$ cat src/rtl/pdp8_ifu_fetch_initiator.sv
// PDP-8 instruction-fetch initiator: issues single-cycle memory reads and hands words to decode.
// Optional accepted-instruction counter on fetch_count is enabled by defining IFU_FETCH_STATS_EN.
module pdp8_ifu_fetch_initiator #(
    parameter int          RD_LATENCY = 2,
    parameter logic [11:0] RESET_PC   = 12'o0200
) (
    input  logic        clk,
    input  logic        reset,
    input  logic        start,
    input  logic [11:0] base_addr,
    input  logic        halt,
    output logic        ifu_rd_req,
    output logic [11:0] ifu_rd_addr,
    input  logic [11:0] ifu_rd_data,
    output logic [11:0] instr,
    output logic [11:0] instr_pc,
    output logic        instr_valid,
    input  logic        instr_ack,
    input  logic        pc_load,
    input  logic [11:0] pc_load_addr,
    output logic        busy,
    output logic [15:0] fetch_count
);

    localparam logic [1:0] S_IDLE = 2'd0;
    localparam logic [1:0] S_REQ  = 2'd1;
    localparam logic [1:0] S_WAIT = 2'd2;
    localparam logic [1:0] S_HOLD = 2'd3;

    logic [1:0]  state;
    logic [11:0] pc;
    logic [2:0]  lat_cnt;
    logic        flush;
    logic [11:0] next_pc;
    logic        redirect;

    // flush doubles as "pc already redirected" while holding, so no +1 is applied on ack.
    always_comb begin
        next_pc = pc + 12'd1;
        if (pc_load)
            next_pc = pc_load_addr;
        else if (flush)
            next_pc = pc;
    end

    // A redirect arriving on the last wait cycle must still discard the stale word.
    assign redirect = flush || pc_load;

    // NOTE: state uses non-blocking assignments so every register updates from pre-edge values.
    always_ff @(posedge clk or posedge reset) begin
        if (reset) begin
            state       <= S_IDLE;
            pc          <= RESET_PC;
            lat_cnt     <= '0;
            flush       <= 1'b0;
            ifu_rd_req  <= 1'b0;
            ifu_rd_addr <= '0;
            instr       <= '0;
            instr_pc    <= '0;
            instr_valid <= 1'b0;
            busy        <= 1'b0;
        end else begin
            ifu_rd_req  <= 1'b0;
            ifu_rd_addr <= '0;
            case (state)
                S_IDLE: begin
                    if (start) begin
                        pc          <= base_addr;
                        flush       <= 1'b0;
                        state       <= S_REQ;
                        busy        <= 1'b1;
                        ifu_rd_req  <= 1'b1;
                        ifu_rd_addr <= base_addr;
                    end else if (pc_load) begin
                        pc <= pc_load_addr;
                    end
                end
                S_REQ: begin
                    lat_cnt <= 3'(RD_LATENCY - 1);
                    state   <= S_WAIT;
                    if (pc_load) begin
                        pc    <= pc_load_addr;
                        flush <= 1'b1;
                    end
                end
                S_WAIT: begin
                    if (lat_cnt == 3'd0) begin
                        if (redirect) begin
                            flush       <= 1'b0;
                            state       <= S_REQ;
                            ifu_rd_req  <= 1'b1;
                            ifu_rd_addr <= pc_load ? pc_load_addr : pc;
                            pc          <= pc_load ? pc_load_addr : pc;
                        end else begin
                            instr       <= ifu_rd_data;
                            instr_pc    <= pc;
                            instr_valid <= 1'b1;
                            state       <= S_HOLD;
                        end
                    end else begin
                        lat_cnt <= lat_cnt - 3'd1;
                        if (pc_load) begin
                            pc    <= pc_load_addr;
                            flush <= 1'b1;
                        end
                    end
                end
                S_HOLD: begin
                    if (instr_ack) begin
                        instr_valid <= 1'b0;
                        pc          <= next_pc;
                        flush       <= 1'b0;
                        if (halt) begin
                            state <= S_IDLE;
                            busy  <= 1'b0;
                        end else begin
                            state       <= S_REQ;
                            ifu_rd_req  <= 1'b1;
                            ifu_rd_addr <= next_pc;
                        end
                    end else if (pc_load) begin
                        pc    <= pc_load_addr;
                        flush <= 1'b1;
                    end
                end
                default: begin
                    state <= S_IDLE;
                    busy  <= 1'b0;
                end
            endcase
        end
    end

`ifdef IFU_FETCH_STATS_EN
    logic accept;
    assign accept = (state == S_HOLD) && instr_ack;

    always_ff @(posedge clk or posedge reset) begin
        if (reset)
            fetch_count <= '0;
        else if (accept)
            fetch_count <= fetch_count + 16'd1;
    end
`else
    assign fetch_count = '0;
`endif

endmodule

$ cat config.mk
export PLATFORM = sky130hd
export DESIGN_NAME = pdp8_ifu_fetch_initiator
export DESIGN_NICKNAME = d
export VERILOG_FILES = /design/src/rtl/pdp8_ifu_fetch_initiator.sv
export SDC_FILE = /design/constraint.sdc
export NUM_CORES = 1
export LEC_CHECK = 0
export CAP_MARGIN = 20
export CORE_MARGIN = 3
export CORE_UTILIZATION = 48
export CTS_CLUSTER_DIAMETER = 120
export DETAILED_ROUTE_END_ITERATION = 10
export PLACE_DENSITY = 0.78
export SYNTH_ARGS = -nofsm -noshare
export SYNTH_HDL_FRONTEND = slang
export SYNTH_SLANG_ARGS = --single-unit
$ cat constraint.sdc
create_clock -name clk -period 2.15 [get_ports clk]
set_clock_uncertainty 0.1 [all_clocks]
set_input_delay 0.43 -clock clk [delete_from_list [all_inputs] [get_ports clk]]
set_output_delay 0.43 -clock clk [all_outputs]
set_load 0.03 [all_outputs]
## Yosys cells after proc, flatten, opt, wreduce, memory -nomap -nowiden

Cells that the tools add are included.
W data, S select, Z words.

| word-level totals | value |
|---|---|
| bits in registers | 57 |
| bits of input ports | 42 |
| output and inout port bits | 55 |
| word-level logic and storage cells | 77 |

| operators by class | value |
|---|---|
| $add $sub $neg | 2 |
| bitwise gates (word level) | 1 |
| mux-type cells | 42 |
| reductions and logical operators | 12 |
| eq/ne operators | 10 |

Operator list:

| operator | number |
|---|---|
| $mux W12 | 12 |
| $pmux W12 S4 | 1 |
| $pmux W12 S3 | 1 |
| $mux W1 | 17 |
| $add A12 B1 Y12 const B | 1 |
| $ne A2 B2 Y1 const B | 6 |
| $mux W2 | 4 |
| $pmux W2 S4 | 1 |
| $reduce_and A4 Y1 | 2 |
| $pmux W3 S2 | 1 |
| $reduce_and A3 Y1 | 2 |
| $reduce_bool A2 Y1 | 3 |
| $eq A2 B2 Y1 const B | 2 |
| $pmux W1 S2 | 2 |
| $pmux W1 S4 | 1 |
| $reduce_and A2 Y1 | 2 |
| $logic_not A3 Y1 | 1 |
| $mux W3 | 1 |
| $ne A3 B3 Y1 const B | 1 |
| $pmux W1 S3 | 1 |
| $sub A3 B1 Y3 const B | 1 |
| $eq A2 B1 Y1 const B | 1 |
| $logic_not A2 Y1 | 1 |
| $logic_or A1 B1 Y1 | 1 |
| $not A1 Y1 | 1 |

## Longest topological paths before layout

Gate-level depths: netlist of the first run.

| depth | value |
|---|---|
| word-level depth | 6 |
| gate-level depth with buffers | 9 |
| depth with buffers taken out | 7 |

## Worst setup path after synthesis of the first run

Ideal clock, no wire load.

| path | value |
|---|---|
| path kind | register -> register |
| from | reg state[0] |
| to | reg ifu_rd_addr[8] |
| buffers on the path | 2 |
| period minus slack after synthesis | 1.920 ns |
| setup slack | 0.230 ns |
| stages on the path, launching flop included | 9 |
| data required time | 1.968 ns |
| library setup time | 0.082 ns |
| arrival time | 1.738 ns |
| path through | dfrtp_1 > inv_1 > ha_1 > clkbuf_1 > nand2_1 > nor2_1 > clkbuf_1 > a22oi_1 > o22ai_1 |

| between the ends | value |
|---|---|
| longest elaborated chain between the ends | 2 |
| elaborated cells on any way between the ends | 4 |
| those cells by class | eq/ne: 2; mux: 1; reduce/logical: 1 |

RTL lines:

| element | RTL line | text |
|---|---|---|
| start, declared | 30 | `logic [1:0] state;` |
| start signal, assigned | 52 | `state <= S_IDLE;` |
| start signal, assigned | 70 | `state <= S_REQ;` |
| start signal, assigned | 80 | `state <= S_WAIT;` |
| $eq A2 B2 Y1 or $logic_not A2 Y1 (tied branches) | 65 | `case (state)` |
| $pmux W12 S3 (*) | 65 |  |
| end signal, assigned | 73 | `ifu_rd_addr <= base_addr;` |
| end signal, assigned | 92 | `ifu_rd_addr <= pc_load ? pc_load_addr : pc;` |
| end signal, assigned | 119 | `ifu_rd_addr <= next_pc;` |
| end, declared | 13 | `output logic [11:0] ifu_rd_addr,` |

Mark *: on every way between the ends. The rest lies on a longest branch, timed or not.
A chain may end at the register's enable or synchronous reset.

## Worst setup path in the final report of the first run

| path | value |
|---|---|
| from | reg flush |
| to | reg pc[7] |

| between the ends | value |
|---|---|
| longest elaborated chain between the ends | 4 |
| elaborated cells on any way between the ends | 6 |
| those cells by class | eq/ne: 1; mux: 4; reduce/logical: 1 |

RTL lines:

| element | RTL line | text |
|---|---|---|
| start, declared | 33 | `logic flush;` |
| start signal, assigned | 55 | `flush <= 1'b0;` |
| start signal, assigned | 69 | `flush <= 1'b0;` |
| start signal, assigned | 83 | `flush <= 1'b1;` |
| $mux W12 | 42 | `else if (flush)` |
| $mux W12 | 40 | `if (pc_load)` |
| $mux W12 | 109 | `if (instr_ack) begin` |
| $pmux W12 S4 | 65 |  |
| end signal, assigned | 68 | `pc <= base_addr;` |
| end signal, assigned | 75 | `pc <= pc_load_addr;` |
| end signal, assigned | 111 | `pc <= next_pc;` |
| end, declared | 31 | `logic [11:0] pc;` |

Several ways; a longest one is shown, not always the timed one.

==> impl_summary.md, run 1 <==
Status
The flow ran to the end, and the final reports show no timing, DRC or antenna violations.

Finish
For this run, the share of the core covered by cells in the final layout is 0.6969. The net count of the finished layout is 560. The count of fill cells added during filler insertion is 585. The number of antenna diodes in the final layout is 0. In the final layout, the multi-input gates occupy 0.001803 sq mm.

The sequential standard cell area is 0.001428 sq mm. The number of standard cells in the layout, taps in and fillers out is 612. The commonest non-fill, non-tap cell in the layout is nand2_1.

Compared with the post-synthesis result, the final layout area differs by 39.28%. In the final layout, the share of cells above drive strength 1 is 0.1570. In the layout the commonest cells are nand2_1 (99), clkdlybuf4s50_1 (80), dfrtp_1 (56).

Worst setup path
In this run the critical register-to-register path is launched from flush. The critical path is of the reg -> reg type. The critical path capture point type is a flop. The data arrival time of the critical path is 2190 ps. For the worst setup path, the data required time is 2330 ps. Along the worst path, the maximum fanout reaches 10. The startpoint type of the worst setup path is a flop. Tracing the worst setup path back leads to its startpoint at flush.

Routing
Wires add up to 10.00 mm. The average vias per placed instance is 5.477. The detailed-route wire length per cell is 16.34 microns. The via count of the routed design is 3352. The number of detailed-route iterations in the first pass is 5. The remaining number of nets flagged by the antenna check after routing is 0.

The DRC violation count after routing is 0. For this block, the initial DRC count from the detailed router was 268.

Synth
The count of flip-flops with a built-in enable after synthesis is 0. Each instance of the synthesized netlist takes up on average 8.550 sq um. The area fraction in compound gates after synthesis is 0.1893. After synthesis, the largest family of logic cells by area is simple AND/OR/NAND/NOR gates.

The count of state elements after synthesis is 57. The number of standard cells after synthesis is 402. Of the total synthesized cell area, the portion taken by AND, OR, NAND and NOR gates is 0.2064.

The synthesized-area fraction occupied by adder cells is 0.02548. The number of warning messages in the yosys log is 0. The dominant synthesized flop cell is dfrtp_1. Of the total synthesized cell area, the portion taken by XOR and XNOR cells is 0.02039. The synthesized netlist occupies a cell area of 0.003437 sq mm. The share of flip-flops with an asynchronous set or reset after synthesis is 1.000. Of the synthesized area, sequential elements account for 0.4154.

After synthesis, the share of cell area in mux cells is 0.06407. The netlist uses 56 different library cells.

STA
The clock period could shrink to 2018 ps. The relative slew slack is 0.6208. Setup violations remaining at the end of the flow were counted as 0. The slew at the pin closest to its max-slew limit is 568.9 ps. The share of the clock period used by the worst path is 0.9388. Final hold analysis gives a worst-case slack of 347.0 ps. Based on the critical path, the design can be clocked at up to 495.5 MHz.

The number of max-slew violations in the final report is 0. Setup repair after global routing left no endpoint under its margin. The hold violation total from the final report is 0. Once routing completed, OpenROAD measured the worst setup slack at 131.7 ps.

GRT
The initial antenna violation count is 0. The wire length of the first global-routing pass is 16.13 mm. The global-route usage over all layers is 0.2450.

Entering global routing, the biggest net connects 58 pins. Summed over all layers, the global routing overflow is 0. The number of global-route vias before repair is 3236.

Floorplan
The starting density of the core is 0.5004. The number of primary I/O pins is 97. The region available for standard cell placement spans 0.006869 sq mm. In this run the horizontal extent of the chip is 90.62 microns. The die covers 0.008212 sq mm.

From bottom edge to top edge, the die measures 90.62 microns. The row count is 30.

Power and ir drop
The total power divided by cell area is 1378 mW/mm^2. The internal power of the cells totals 3.713 mW. Of the total power, the clock network draws 0.175. Of the total power, registers draw 0.287. Of the total power, combinational logic draws 0.538. The static leakage is 2.221 nW. The power dissipated by switching net loads is 2.885 mW.

The worst vdd rail ir drop is 0.001004 V. Of the total power, the share spent switching nets is 0.4373.

Worst hold path
The min-delay analysis places its worst path in the category in -> async.

Clocking
The maximum buffer depth of the clock tree is 2. TritonCTS built the clock tree. Gates resized during post-CTS repair numbered 1. After clock tree synthesis, the clock-pin slew on the worst setup and hold paths is 80 ps. The number of H-tree levels is 3.

The number of buffers inserted for hold repair after clock tree synthesis is 0. The clock buffer count from CTS is 9. For this design, the sink count on the clock tree is 57. The clock insertion delay at the later pin of the skew report is 350 ps. In this run the post-CTS setup repair buffer count came out at 0. The cell sitting at the root of the clock tree is a clkbuf_8.

Run
The number of max-cap violations is 0.

Place
Once placement completed, the tool counted placed cells totaling 596. The last weighted congestion value of the routability-driven placer is 1.016. The post-placement setup slack is -180.6 ps.

In this run the tool buffered the top-level ports with 80 buffer cells. The post-DP HPWL is 7.513 mm.
stage by stage:
step | instance area, sq um | TNS [ps] | total power, mW
after detailed placement | 4556 | -1487 | 5.407
after floorplan | 3493 | 0 | 4.003
after global routing | 4787 | 0 | 7.015
after CTS | 4785 | 0 | 6.580
final | 4787 | 0 | 6.597
after global placement | 4556 | -523.1 | 5.325
cell usage after synthesis (all sizes together), types with 3 or more instances:
cell	n	area [sq um]
o21ai	35	178.9
nor3	4	20.02
dfrtp	56	1401
a222oi	3	30.03
o211ai	4	30.03
nor2b	5	31.28
a21oi	20	100.1
nand2b	4	25.02
a31o	3	26.28
ha	7	87.58
nand3	4	25.02
or2	3	18.77
o22ai	4	25.02
nor4	3	25.02
nand4	4	25.02
xor2	6	52.55
mux2	8	90.09
nand2	99	371.6
a22oi	6	45.04
mux2i	13	130.1
clkbuf	17	63.81
buf	25	170.2
a22o	3	26.28
inv	9	33.78
o31a	4	35.03
a31oi	3	18.77
a211oi	4	30.03
a221oi	3	26.28
nor2	19	71.32
sequential cells by signal, summed over array words and instances, names as in the netlist:
name         count
busy             1
flush            1
ifu_rd_addr     12
ifu_rd_req       1
instr           12
instr_pc        12
instr_valid      1
lat_cnt          3
pc              12
state            2
power by group through the flow:
stage	combinational (mW)	sequential (mW)	clock (mW)
detailed placement	3.51	1.90	0
global route	3.86	1.95	1.21
CTS	3.53	1.88	1.16
global placement	3.44	1.89	0
floorplan	1.64	2.36	0
finish	3.55	1.89	1.15
worst max-delay path, stage by stage, from the launching register on:
cell,delay [ps]
dfrtp_1,500
nand3b_4,250
or4_1,520
a31o_1,260
a22o_1,200
o21ai_2,110
cell families (layout without fill, tap and decap cells):
| kind of cell | after synthesis | count (layout) |
|---|---|---|
| AOI/OAI and AO/OA | 101 | 101 |
| xor gates and xnor gates | 8 | 8 |
| adders and majority gates | 7 | 7 |
| buffers and inverters | 51 | 150 |
| DFF | 57 | 57 |
| muxes | 21 | 21 |
| other | 1 | 16 |
| and+or+nand+nor | 156 | 156 |
per-layer routing:
layer  share of wire  track usage  routed length [microns]
met1            0.41       0.2953                     4076
met3           0.061      0.04083                      607
met2            0.50       0.4280                     5032
met4           0.028       0.1084                      285
met5               0            0                        0
worst paths after layout:
| path | cells after the start | slack, ps | end |
|---|---|---|---|
| hold / removal | 3 | 350 | instr_pc[0] |
| setup / recovery | 5 | 130 | pc[7] |
| max in group asynchronous | 3 | 1290 | pc[7] |
| hold reg to reg | 2 | 380 | instr_pc[11] |
| setup reg to reg | 5 | 130 | pc[7] |
| min in group clk | 2 | 380 | instr_pc[11] |
final cells by class:
| type | count | area share |
|---|---|---|
| clock buffers | 9 | 0.02588 |
| clock inverters | 7 | 0.02143 |
| inverters | 9 | 0.007057 |
| multi-input cells | 309 | 0.3766 |
| flip-flops and latches | 57 | 0.2982 |
| well taps | 96 | 0.02509 |
| repair buffers | 125 | 0.2457 |
No activity file was read; power rests on OpenSTA's default activity.
==> inputs of run 2 (changes only) <==
SLEW_MARGIN = 20   (was unset)
==> results of run 2 <==
No change in the layout: final DEF, timing and power equal those of run 1.
==> inputs of run 3 (changes only) <==
CAP_MARGIN = unset   (was 20)
==> results of run 3 <==
No change in the layout: final DEF, timing and power equal those of run 1.
==> RTL change (config.mk and constraints of run 2) <==
The option `IFU_FETCH_STATS_EN` is turned on by a define.
--- a/src/rtl/pdp8_ifu_fetch_initiator.sv
+++ b/src/rtl/pdp8_ifu_fetch_initiator.sv
@@ -1,5 +1,7 @@
 // PDP-8 instruction-fetch initiator: issues single-cycle memory reads and hands words to decode.
 // Optional accepted-instruction counter on fetch_count is enabled by defining IFU_FETCH_STATS_EN.
+`define IFU_FETCH_STATS_EN
+
 module pdp8_ifu_fetch_initiator #(
     parameter int          RD_LATENCY = 2,
     parameter logic [11:0] RESET_PC   = 12'o0200
Behaviour: not the same (a bounded check fails within 10 cycles, from zero or initial values and one cycle with reset high).
==> RTL change against run 2 <==
Setup slack worse by 0.027 ns. Synthesized area is 16% higher. Sequential cell count is 16 higher. First-iteration DRC count is 3.4% higher. Critical path depth is 4 lower. Maximum frequency is 1.3% lower. Combinational power is 5% higher. Total power is 7.7% higher. Non-clock buffer count is 17 higher. Design area is 16% higher. Routed wire length is 19% higher. Sequential share of layout area is 3.0 points higher. Critical endpoint is now fetch_count[0].
==> RTL change: results <==
group,metric,value,unit
status,outcome,"finished, final reports clean",
setup_path,cp_top_family,"buffers and inverters",
setup_path,r2r_start,"state[0]",
synthesis,synthAdderAreaFrac,0.02516,
setup_path,slowest_stage,"clkdlybuf4s50_1",
timing,whs,0.3091,ns
pwr,intPower,3.977,mW
pwr,peakVddDrop,0.0008566,V
synthesis,synth_nets,499,
setup_path,timing.rr.end,"pc[0]",
global_route,met1_usage,0.3239,
routing,drt-initial-drc-count,277,
layout,drive_gt1_frac,0.1483,
timing,tightest_slew,0.6662,ns
global_route,track_usage,0.2558,
placement,dp.cells,666,
pwr,p_leak,2.513,nW
global_route,grt_pass1_wl,19590,um
synthesis,synth_common_cells,"nand2_1 (114), dfrtp_1 (72), nor2_1 (30)",
placement,hpwl,8886,um
routing,dr.pass1.iters,7,
synthesis,synth-compound-area-share,0.1569,
timing,fmax,0.4889,GHz
layout,final_nets,625,
setup_path,max_stage_delay,0.72,ns
setup_path,critPathMaxFanout,5,
routing,num_vias,3926,
setup_path,r2r_setup_slack,0.15,ns
routing,drt-total-wl,11880,um
synthesis,synthTopCellsByArea,"dfrtp_1 (45%), nand2_1 (11%), mux2i_1 (3.3%)",
placement,dp_slack,-0.2315,ns
global_route,grt_pass1_vias,3951,
global_route,use_met2,0.4299,
routing,wl_per_cell,17.42,um
synthesis,ys_types,50,
synthesis,synthMuxAreaShare,0.05818,
synthesis,synth.avg_cell_area,8.862,um^2
setup_path,crit_start,"fetch_count[0]",
clocking,cts_setup_buffers,0,
placement,place.gp.congestion,0.9426,
layout,num-fill-cells,643,
setup_path,r2r_cells,6,
placement,port_buffers,96,
global_route,grt_max_degree,29,
setup_path,critPathArrivalTime,1.52,ns
layout,largest_register_ffs,16,
run,maxCapViolations,0,
[RTL change: cell types whose count changed after synthesis, moves of 8 or more]
cell     delta
buf_4      -16
dfrtp_1    +16
nand2_1    +15
nand3_1     +8
nor2_1     +11
xnor2_1    +10
[RTL change: power groups by stage]
stage | logic [mW] | registers [mW] | clock network (mW)
after CTS | 3.70 | 2.23 | 1.14
after global placement | 3.60 | 2.23 | 0
after detailed placement | 3.68 | 2.25 | 0
after global routing | 4.06 | 2.29 | 1.20
final | 3.74 | 2.24 | 1.13
after floorplan | 1.65 | 2.77 | 0
[RTL change: area by class of cell]
type | instances | area, um^2 | area share
well taps | 102 | 127.6 | 0.02292
clock buffers | 9 | 123.9 | 0.02224
clock inverters | 7 | 77.57 | 0.01393
inverters | 11 | 45.04 | 0.008088
multi-input cells | 338 | 2007 | 0.3604
repair buffers | 142 | 1359 | 0.2440
flip-flops and latches | 73 | 1829 | 0.3285
[RTL change: worst reg2reg max path: cells and delay by family (launching register included)]
kind / cells / cell delay, ns
AO/OA/AOI/OAI: 4 / 0.88
flip-flops: 1 / 0.43
adder cells (fa/ha/maj): 1 / 0.37
buffers and inverters: 1 / 0.08
[RTL change: layer usage]
| layer | vias up | wire (um) |
|---|---|---|
| met1 | 1891 | 4886 |
| met3 | 28 | 812 |
| li1 | 1824 | - |
| met5 | - | 0 |
| met4 | 0 | 345 |
| met2 | 183 | 5836 |
[RTL change: stage by stage]
stage | instance area [um^2] | TNS (ns)
floorplan | 3983 | 0
global placement | 5353 | -4.259
detailed placement | 5353 | -6.942
CTS | 5554 | 0
global route | 5569 | 0
finish | 5569 | 0
[RTL change: what timing repair did]
item / CTS / global route
resized for setup: 0 / 7
hold buffers: 0 / 0
setup endpoints to repair: 0 / 21
